===== config.mk =====
export PLATFORM = sky130hd
export DESIGN_NAME = ifu_fetch
export DESIGN_NICKNAME = d
export VERILOG_FILES = /design/src/rtl/ifu_pkg.sv /design/src/rtl/ifu_inst_buf.sv /design/src/rtl/ifu_fetch.sv
export SDC_FILE = /design/constraint.sdc
export NUM_CORES = 1
export LEC_CHECK = 0
export BUFFER_PORTS_ARGS = -buffer_cell sky130_fd_sc_hd__buf_2
export CORE_AREA = 5 5 121 123
export DETAILED_ROUTE_END_ITERATION = 12
export DIE_AREA = 0 0 126 128
export GPL_TIMING_DRIVEN = 0
export HOLD_SLACK_MARGIN = 0.02
export PLACE_DENSITY = 0.84
export SLEW_MARGIN = 20
export SYNTH_ARGS = -nofsm -noshare
export SYNTH_HDL_FRONTEND = slang
export SYNTH_SLANG_ARGS = --single-unit
export TNS_END_PERCENT = 5

===== constraint.sdc =====
create_clock -name clk -period 2.3 [get_ports clk]
set_input_delay 0.23 -clock clk [delete_from_list [all_inputs] [get_ports clk]]
set_output_delay 0.23 -clock clk [all_outputs]
set_load 0.01 [all_outputs]

===== src/rtl/ifu_pkg.sv =====
// Shared types and constants for the instruction fetch unit.
package ifu_pkg;

  typedef enum logic [1:0] {
    REQ  = 2'd0,
    WAIT = 2'd1,
    HOLD = 2'd2
  } state_e;

  localparam logic [31:0] RESET_PC_DEF = 32'h8000_0000;

  localparam int RD_LSB  = 7;
  localparam int RS1_LSB = 15;
  localparam int RS2_LSB = 20;
  localparam int REG_W   = 5;

  function automatic logic [31:0] word_align(input logic [31:0] addr);
    return {addr[31:2], 2'b00};
  endfunction

endpackage


===== src/rtl/ifu_inst_buf.sv =====
// Single-entry buffer holding the fetched instruction and its PC for decode.
module ifu_inst_buf
  import ifu_pkg::*;
#(
  parameter int XLEN = 32
) (
  input  logic             clk,
  input  logic             rst_n,
  input  logic             load,
  input  logic             clear,
  input  logic [XLEN-1:0]  load_inst,
  input  logic [XLEN-1:0]  load_pc,
  output logic             out_valid,
  output logic [XLEN-1:0]  out_inst,
  output logic [XLEN-1:0]  out_pc,
  output logic [REG_W-1:0] out_rd,
  output logic [REG_W-1:0] out_rs1,
  output logic [REG_W-1:0] out_rs2
);

  logic            valid_r;
  logic [XLEN-1:0] inst_r;
  logic [XLEN-1:0] pc_r;

  // Buffer entry: clear wins over load so a redirect always drops the entry.
  always_ff @(posedge clk) begin
    if (!rst_n) begin
      valid_r <= 1'b0;
      inst_r  <= '0;
      pc_r    <= '0;
    end else if (clear) begin
      valid_r <= 1'b0;
    end else if (load) begin
      valid_r <= 1'b1;
      inst_r  <= load_inst;
      pc_r    <= load_pc;
    end
  end

  assign out_valid = valid_r;
  assign out_inst  = inst_r;
  assign out_pc    = pc_r;
  assign out_rd    = inst_r[RD_LSB  +: REG_W];
  assign out_rs1   = inst_r[RS1_LSB +: REG_W];
  assign out_rs2   = inst_r[RS2_LSB +: REG_W];

endmodule


===== src/rtl/ifu_fetch.sv =====
// Instruction fetch initiator: owns the PC, issues one request at a time,
// and hands returned words to decode, honouring redirects from execute.
module ifu_fetch
  import ifu_pkg::*;
#(
  parameter logic [31:0] RESET_PC = RESET_PC_DEF,
  parameter int          XLEN     = 32
) (
  input  logic            clk,
  input  logic            rst_n,
  output logic            mem_req_valid,
  input  logic            mem_req_ready,
  output logic [XLEN-1:0] mem_req_addr,
  input  logic            mem_rsp_valid,
  input  logic [XLEN-1:0] mem_rsp_data,
  input  logic            redirect_valid,
  input  logic [XLEN-1:0] redirect_pc,
  output logic            out_valid,
  input  logic            out_ready,
  output logic [XLEN-1:0] out_inst,
  output logic [XLEN-1:0] out_pc,
  output logic [4:0]      out_rd,
  output logic [4:0]      out_rs1,
  output logic [4:0]      out_rs2
);

  state_e          state_r;
  logic [XLEN-1:0] pc_r;
  logic            kill_r;
  logic            req_valid_r;
  logic [XLEN-1:0] req_addr_r;
  logic [XLEN-1:0] target_s;
  logic            buf_load_s;
  logic            buf_clear_s;

  assign target_s = word_align(redirect_pc);

  // Buffer control decoded from the current state and handshakes.
  always_comb begin
    buf_load_s  = 1'b0;
    buf_clear_s = 1'b0;
    if (state_r == WAIT) begin
      buf_load_s = mem_rsp_valid && !kill_r && !redirect_valid;
    end else if (state_r == HOLD) begin
      buf_clear_s = redirect_valid || out_ready;
    end else begin
      buf_load_s  = 1'b0;
      buf_clear_s = 1'b0;
    end
  end

  // Fetch FSM; req_addr_r is frozen while a request is pending so a redirect
  // only retargets pc and marks the in-flight fetch for dropping via kill_r.
  always_ff @(posedge clk) begin
    if (!rst_n) begin
      state_r     <= REQ;
      pc_r        <= RESET_PC;
      kill_r      <= 1'b0;
      req_valid_r <= 1'b0;
      req_addr_r  <= RESET_PC;
    end else begin
      case (state_r)
        REQ: begin
          if (!req_valid_r) begin
            req_valid_r <= 1'b1;
            if (redirect_valid) begin
              pc_r       <= target_s;
              req_addr_r <= target_s;
            end else begin
              req_addr_r <= pc_r;
            end
          end else begin
            if (mem_req_ready) begin
              req_valid_r <= 1'b0;
              state_r     <= WAIT;
            end
            if (redirect_valid) begin
              pc_r   <= target_s;
              kill_r <= 1'b1;
            end
          end
        end
        WAIT: begin
          if (redirect_valid) begin
            pc_r <= target_s;
            if (mem_rsp_valid) begin
              kill_r      <= 1'b0;
              state_r     <= REQ;
              req_valid_r <= 1'b1;
              req_addr_r  <= target_s;
            end else begin
              kill_r <= 1'b1;
            end
          end else if (mem_rsp_valid) begin
            if (kill_r) begin
              kill_r      <= 1'b0;
              state_r     <= REQ;
              req_valid_r <= 1'b1;
              req_addr_r  <= pc_r;
            end else begin
              pc_r    <= pc_r + XLEN'(32'd4);
              state_r <= HOLD;
            end
          end
        end
        HOLD: begin
          if (redirect_valid) begin
            pc_r        <= target_s;
            state_r     <= REQ;
            req_valid_r <= 1'b1;
            req_addr_r  <= target_s;
          end else if (out_ready) begin
            state_r     <= REQ;
            req_valid_r <= 1'b1;
            req_addr_r  <= pc_r;
          end
        end
        default: begin
          state_r     <= REQ;
          kill_r      <= 1'b0;
          req_valid_r <= 1'b0;
        end
      endcase
    end
  end

  assign mem_req_valid = req_valid_r;
  assign mem_req_addr  = req_addr_r;

  ifu_inst_buf #(.XLEN(XLEN)) u_buf (
    .clk       (clk),
    .rst_n     (rst_n),
    .load      (buf_load_s),
    .clear     (buf_clear_s),
    .load_inst (mem_rsp_data),
    .load_pc   (pc_r),
    .out_valid (out_valid),
    .out_inst  (out_inst),
    .out_pc    (out_pc),
    .out_rd    (out_rd),
    .out_rs1   (out_rs1),
    .out_rs2   (out_rs2)
  );

endmodule


* Yosys cells after proc, flatten, opt, wreduce, memory -nomap -nowiden
Cells that the tools add are included.
Word-level totals: register bits after elaboration 133
Cells by class: add/sub/neg operators 1, equal/unequal tests 11, muxes and demuxes 40, bitwise operators 3, reduce and logical (&&, ||, !) cells 16
Operator list (number):
- 32-bit two-way mux | 11
- 32-bit one-hot mux with 3 select lines | 1
- 32-bit one-hot mux with 2 select lines | 1
- 32-bit by 3-bit adder with 32-bit output, second input constant | 1
- 1-bit two-way mux | 16
- 2-bit two-way mux | 8
- 3-bit != test, second input constant | 4
- 2-bit != test, second input constant | 5
- 4-bit AND reduction | 2
- 1-bit one-hot mux with 3 select lines | 2
- 2-bit one-hot mux with 3 select lines | 1
- 3-bit AND reduction | 2
- 5-bit AND reduction | 1
- 2-bit OR reduction | 2
- 1-bit NOT | 3
- 3-bit nonzero test | 1
- 2-bit by 1-bit equality test with 1-bit output, second input constant | 1
- 2-bit equality test, second input constant | 1
- 1-bit logical AND | 2
- 1-bit zero test | 2
- 2-bit zero test | 1
- 2-bit AND reduction | 1
- 2-bit nonzero test | 1
- 1-bit logical OR | 1

* Logic depth before layout (Yosys ltp)
word-level depth 5, mapped depth 8, gate-level depth less buffers 7

* By module
From an unflattened synthesis, not the netlist that was laid out.
Second synthesis, totals: cells, all modules 746, area, all modules 6481.2 µm²
Modules (own cells, without submodules):
- ifu_fetch | times used 1, cells each 450, area each 3707.3 µm², sequential area each 1361.3 µm²
- ifu_inst_buf | times used 1, cells each 296, area each 2773.9 µm², sequential area each 1301.2 µm²

* Least setup slack after synthesis
OpenSTA, ideal clock, no wires.
path type register to register, start register state_r[0], end register pc_r[14], setup time 0.137 ns, data arrival time 1.981 ns, slack 0.181 ns, cell stages (with the launch flop) 9, buffers on the path 1, period minus slack after synthesis 2.119 ns, cells stage by stage dfxtp_1 > inv_1 > ha_1 > or3_1 > clkbuf_1 > or2_1 > or4_1 > o21ai_0 > a211oi_1
On the way: cells in the longest elaborated chain, start to end 4
RTL lines:
- start: declaration | RTL line ifu_fetch.sv:27 | state_e state_r;
- start signal: assignment | RTL line ifu_fetch.sv:56 | state_r <= REQ;
- start signal: assignment | RTL line ifu_fetch.sv:75 | state_r <= WAIT;
- start signal: assignment | RTL line ifu_fetch.sv:88 | state_r <= REQ;
- 2-bit equality test / 2-bit zero test (equally long branches) | RTL line ifu_fetch.sv:62 | case (state_r)
- 2-bit OR reduction (no source line)
- 2-bit nonzero test (no source line)
- 3-bit AND reduction (no source line)
- end signal: assignment | RTL line ifu_fetch.sv:67 | pc_r <= target_s;
- end signal: assignment | RTL line ifu_fetch.sv:78 | pc_r <= target_s;
- end signal: assignment | RTL line ifu_fetch.sv:85 | pc_r <= target_s;
- end: declaration | RTL line ifu_fetch.sv:28 | logic [XLEN-1:0] pc_r;
Parallel ways exist; a longest one is shown, timed or not. A chain may end at the register's enable or synchronous reset.

* Worst setup path after layout
start register state_r[0], end register pc_r[10]
The elaborated chain is that of the path after synthesis.

==> impl_metrics.toml <==
[final_layout]
antenna_cells = 0
nNetsFinal = 1051
final_cell_mix = "183 x buf_2, 181 x nand2_1, 131 x dfxtp_1"
design_area_mm2 = 0.00806
drive_above_1_share_pct = 27.0
syn_to_final_growth_pct = 30.1
final_common_cell = "buf_2"

[yosys]
netlist_area_mm2 = 0.00620
synth_top_flop_cell = "dfxtp_1"
synth_edf_count = 0
synth_cell_types = 72
ys_seq_area_share_pct = 43.0
syn-num-nets = 851
ys_warn_count = 0
async_flop_share_pct = 0
synth_seq_cells = 133
synthCells = 775
avgSynthCellArea_um2 = 8.00

[detailed_routing]
num_vias = 6625
vias_per_cell = 5.67
drt_iter0_drc = 925
dr.pass1.iters = 6
drc = 0
ant_nets = 0
wl_per_cell_um = 18.7
routed_wl_mm = 21.8

[worst_setup_path]
end_kind = "flop"
worstSetupStartpoint = "state_r[0]$_SDFFE_PN0P_"
worstSetupPathType = "flop to flop"
r2r_start = "state_r[0]$_SDFFE_PN0P_"
crit_fanout = 10
worstPathRequired_ps = 2590
start_kind = "flop"
regToRegSetupSlack_ps = 40
reg2regPathDepth = 7
arrival_ps = 2550
r2r_end = "pc_r[10]$_SDFFE_PN0P_"

[global_route]
grt_max_degree = 20
antenna_found_initial = 0
grt_pass1_wl_mm = 33.2
grt_pass1_vias = 6323
grt_overflow = 0
grt_usage_pct = 26.1

[timing]
period_needed_ps = 2260
hold_viol = 0
final-max-slew-violation-count = 0
timing.fmax_mhz = 442
finClkSkew_ps = 6.90
min_period_over_period_pct = 98.4
worst_pin_slew_ps = 860
rsz0062_at_grt = "yes"
setup_violations = 0
relSlewSlack_pct = 42.7

[placed_design]
dpl_cell_area_mm2 = 0.00732
place.gp.congestion = 1.00
hpwl_mm = 15.8
port_buffers = 179

[power_and_ir_drop]
pwr-share-clk_pct = 36.8
cellLeakagePower_uw = 0.00351
switching_share_pct = 32.5
p_sw_uw = 2680
power_density_mw_per_mm2 = 1020
p_total_uw = 8260
power_frac_comb_pct = 27.9
seqPwrFrac_pct = 35.4
ir_drop_uv = 741
p_int_uw = 5580

[clocking]
cts_root_buffer = "clkbuf_16"
cts_tree = "built"
clk_latency_ps = 430
cts_buffers = 17
clk_path_buf_depth = 2
htreeDepth = 4
clk_pin_slew_ps = 60
clkSinkCount = 133

[min_path]
whs_endpoint = "u_buf.out_inst[2]$_SDFFE_PN0P_"
hp-class = "input port to flop"
hold_depth = 3
hp-start = "mem_rsp_data[2]"

[floorplanning]
coreArea_mm2 = 0.0136
io_pins = 183
core.rowCount = 43
start_util_pct = 45.7
fp.dieH_um = 128
die_area_mm2 = 0.0161
fp.dieW_um = 126

[flow_run]
cap_violations = 0

[status]
status = "finished, final reports clean"
## synthesized netlist by cell type, drive strengths merged, types with 3 or more instances
master  instances  share of area (%)
mux2i          19                3.1
nor2b           8               0.81
or2             3               0.30
o41ai           4               0.69
nand2         181                 11
and3            7               0.73
o211ai          4               0.48
nor4            8                1.0
o21ai          18                1.5
nand2b          8               0.81
nor2           61                3.8
a22oi           8               0.97
a211oi         23                2.9
nor3           13                1.0
a21oi          88                7.1
or4             5               0.67
o31ai           4               0.48
buf            28                4.0
dfxtp         133                 43
nand3          18                1.5
nand4          10                1.3
clkbuf         48                2.9
o211a           5               0.81
inv            12               0.73
a31oi           8               0.81
o22ai           4               0.40
ha              6                1.2
a311oi          8                1.1
## layout make-up
cell class	count	area (um^2)
Timing Repair Buffer	184	938
Fill cell	1273	5490
Tap cell	180	225
Clock inverter	8	169
Buffer	73	424
Multi-Input combinational cell	554	3110
Clock buffer	24	492
Inverter	12	45.0
Sequential cell	133	2670
## worst max path at each step
stage | endpoint | cells past startpoint
2_1_floorplan | pc_r[14]$_SDFFE_PN0P_ | 8
3_3_place_gp | mem_req_addr[17]$_SDFFE_PN0P_ | 7
3_5_place_dp | mem_req_addr[17]$_SDFFE_PN0P_ | 7
4_1_cts | pc_r[10]$_SDFFE_PN0P_ | 8
5_1_grt | pc_r[14]$_SDFFE_PN0P_ | 7
6_report | pc_r[10]$_SDFFE_PN0P_ | 7
## registers in the layout, summed over array words and instances (netlist names)
| name | cells |
|---|---|
| state_r | 2 |
| mem_req_valid | 1 |
| u_buf.out_inst | 32 |
| u_buf.out_valid | 1 |
| pc_r | 32 |
| mem_req_addr | 32 |
| u_buf.out_pc | 32 |
| kill_r | 1 |
## through the flow
step / std cells / setup slack [ps] / TNS [ps] / util [%] / hold slack [ps]
after floorplan: 775 / 181 / 0 / - / 366
after global placement: 1134 / -365 / -8460 / 54.0 / 439
after detailed placement: 1134 / -436 / -11550 / 54.0 / 443
after CTS: 1169 / 9.35 / 0 / 59.3 / 20.6
after global routing: 1168 / -21.9 / -49.2 / 59.5 / 31.6
final: 1168 / 37.6 / 0 / 59.5 / 37.7
## per-layer routing
metal,track usage (%),share of wire [%]
met3,7.92,11
met2,40.3,45
met5,0,0
met4,13.5,4.3
met1,33.1,39
## logic make-up after synthesis
logic type / share of synthesized area (%)
AO/OA/AOI/OAI: 20.6
adder cells (fa/ha/maj): 1.21
buffers and inverters: 7.63
flip-flops: 43.0
multiplexers: 3.25
AND/OR/NAND/NOR: 24.4
## timing repair
| item | in CTS | in global routing |
|---|---|---|
| hold endpoints to repair | 2 | 0 |
| resized for setup | 8 | 10 |
| setup buffers | 3 | 0 |
| hold buffers | 2 | 0 |
| setup endpoints to repair | 47 | 46 |
| pin swaps | 1 | 0 |
| cloned | 0 | 0 |
## critical path: stages (launching register included)
cell and delay (ps):
dfxtp_2 360, inv_1 70, ha_1 270, or2_2 370, clkbuf_2 260, o41a_1 450
o21ai_0 230, a21oi_1 100
## power by group through the flow
stage | logic (uW) | clock network [uW] | registers [uW]
after floorplan | 1200 | 0 | 3060
after global placement | 2130 | 0 | 2940
after detailed placement | 2170 | 0 | 2960
after CTS | 2270 | 3060 | 2910
after global routing | 2490 | 3150 | 2970
final | 2300 | 3040 | 2920
Power figures use the tool's default switching activity.
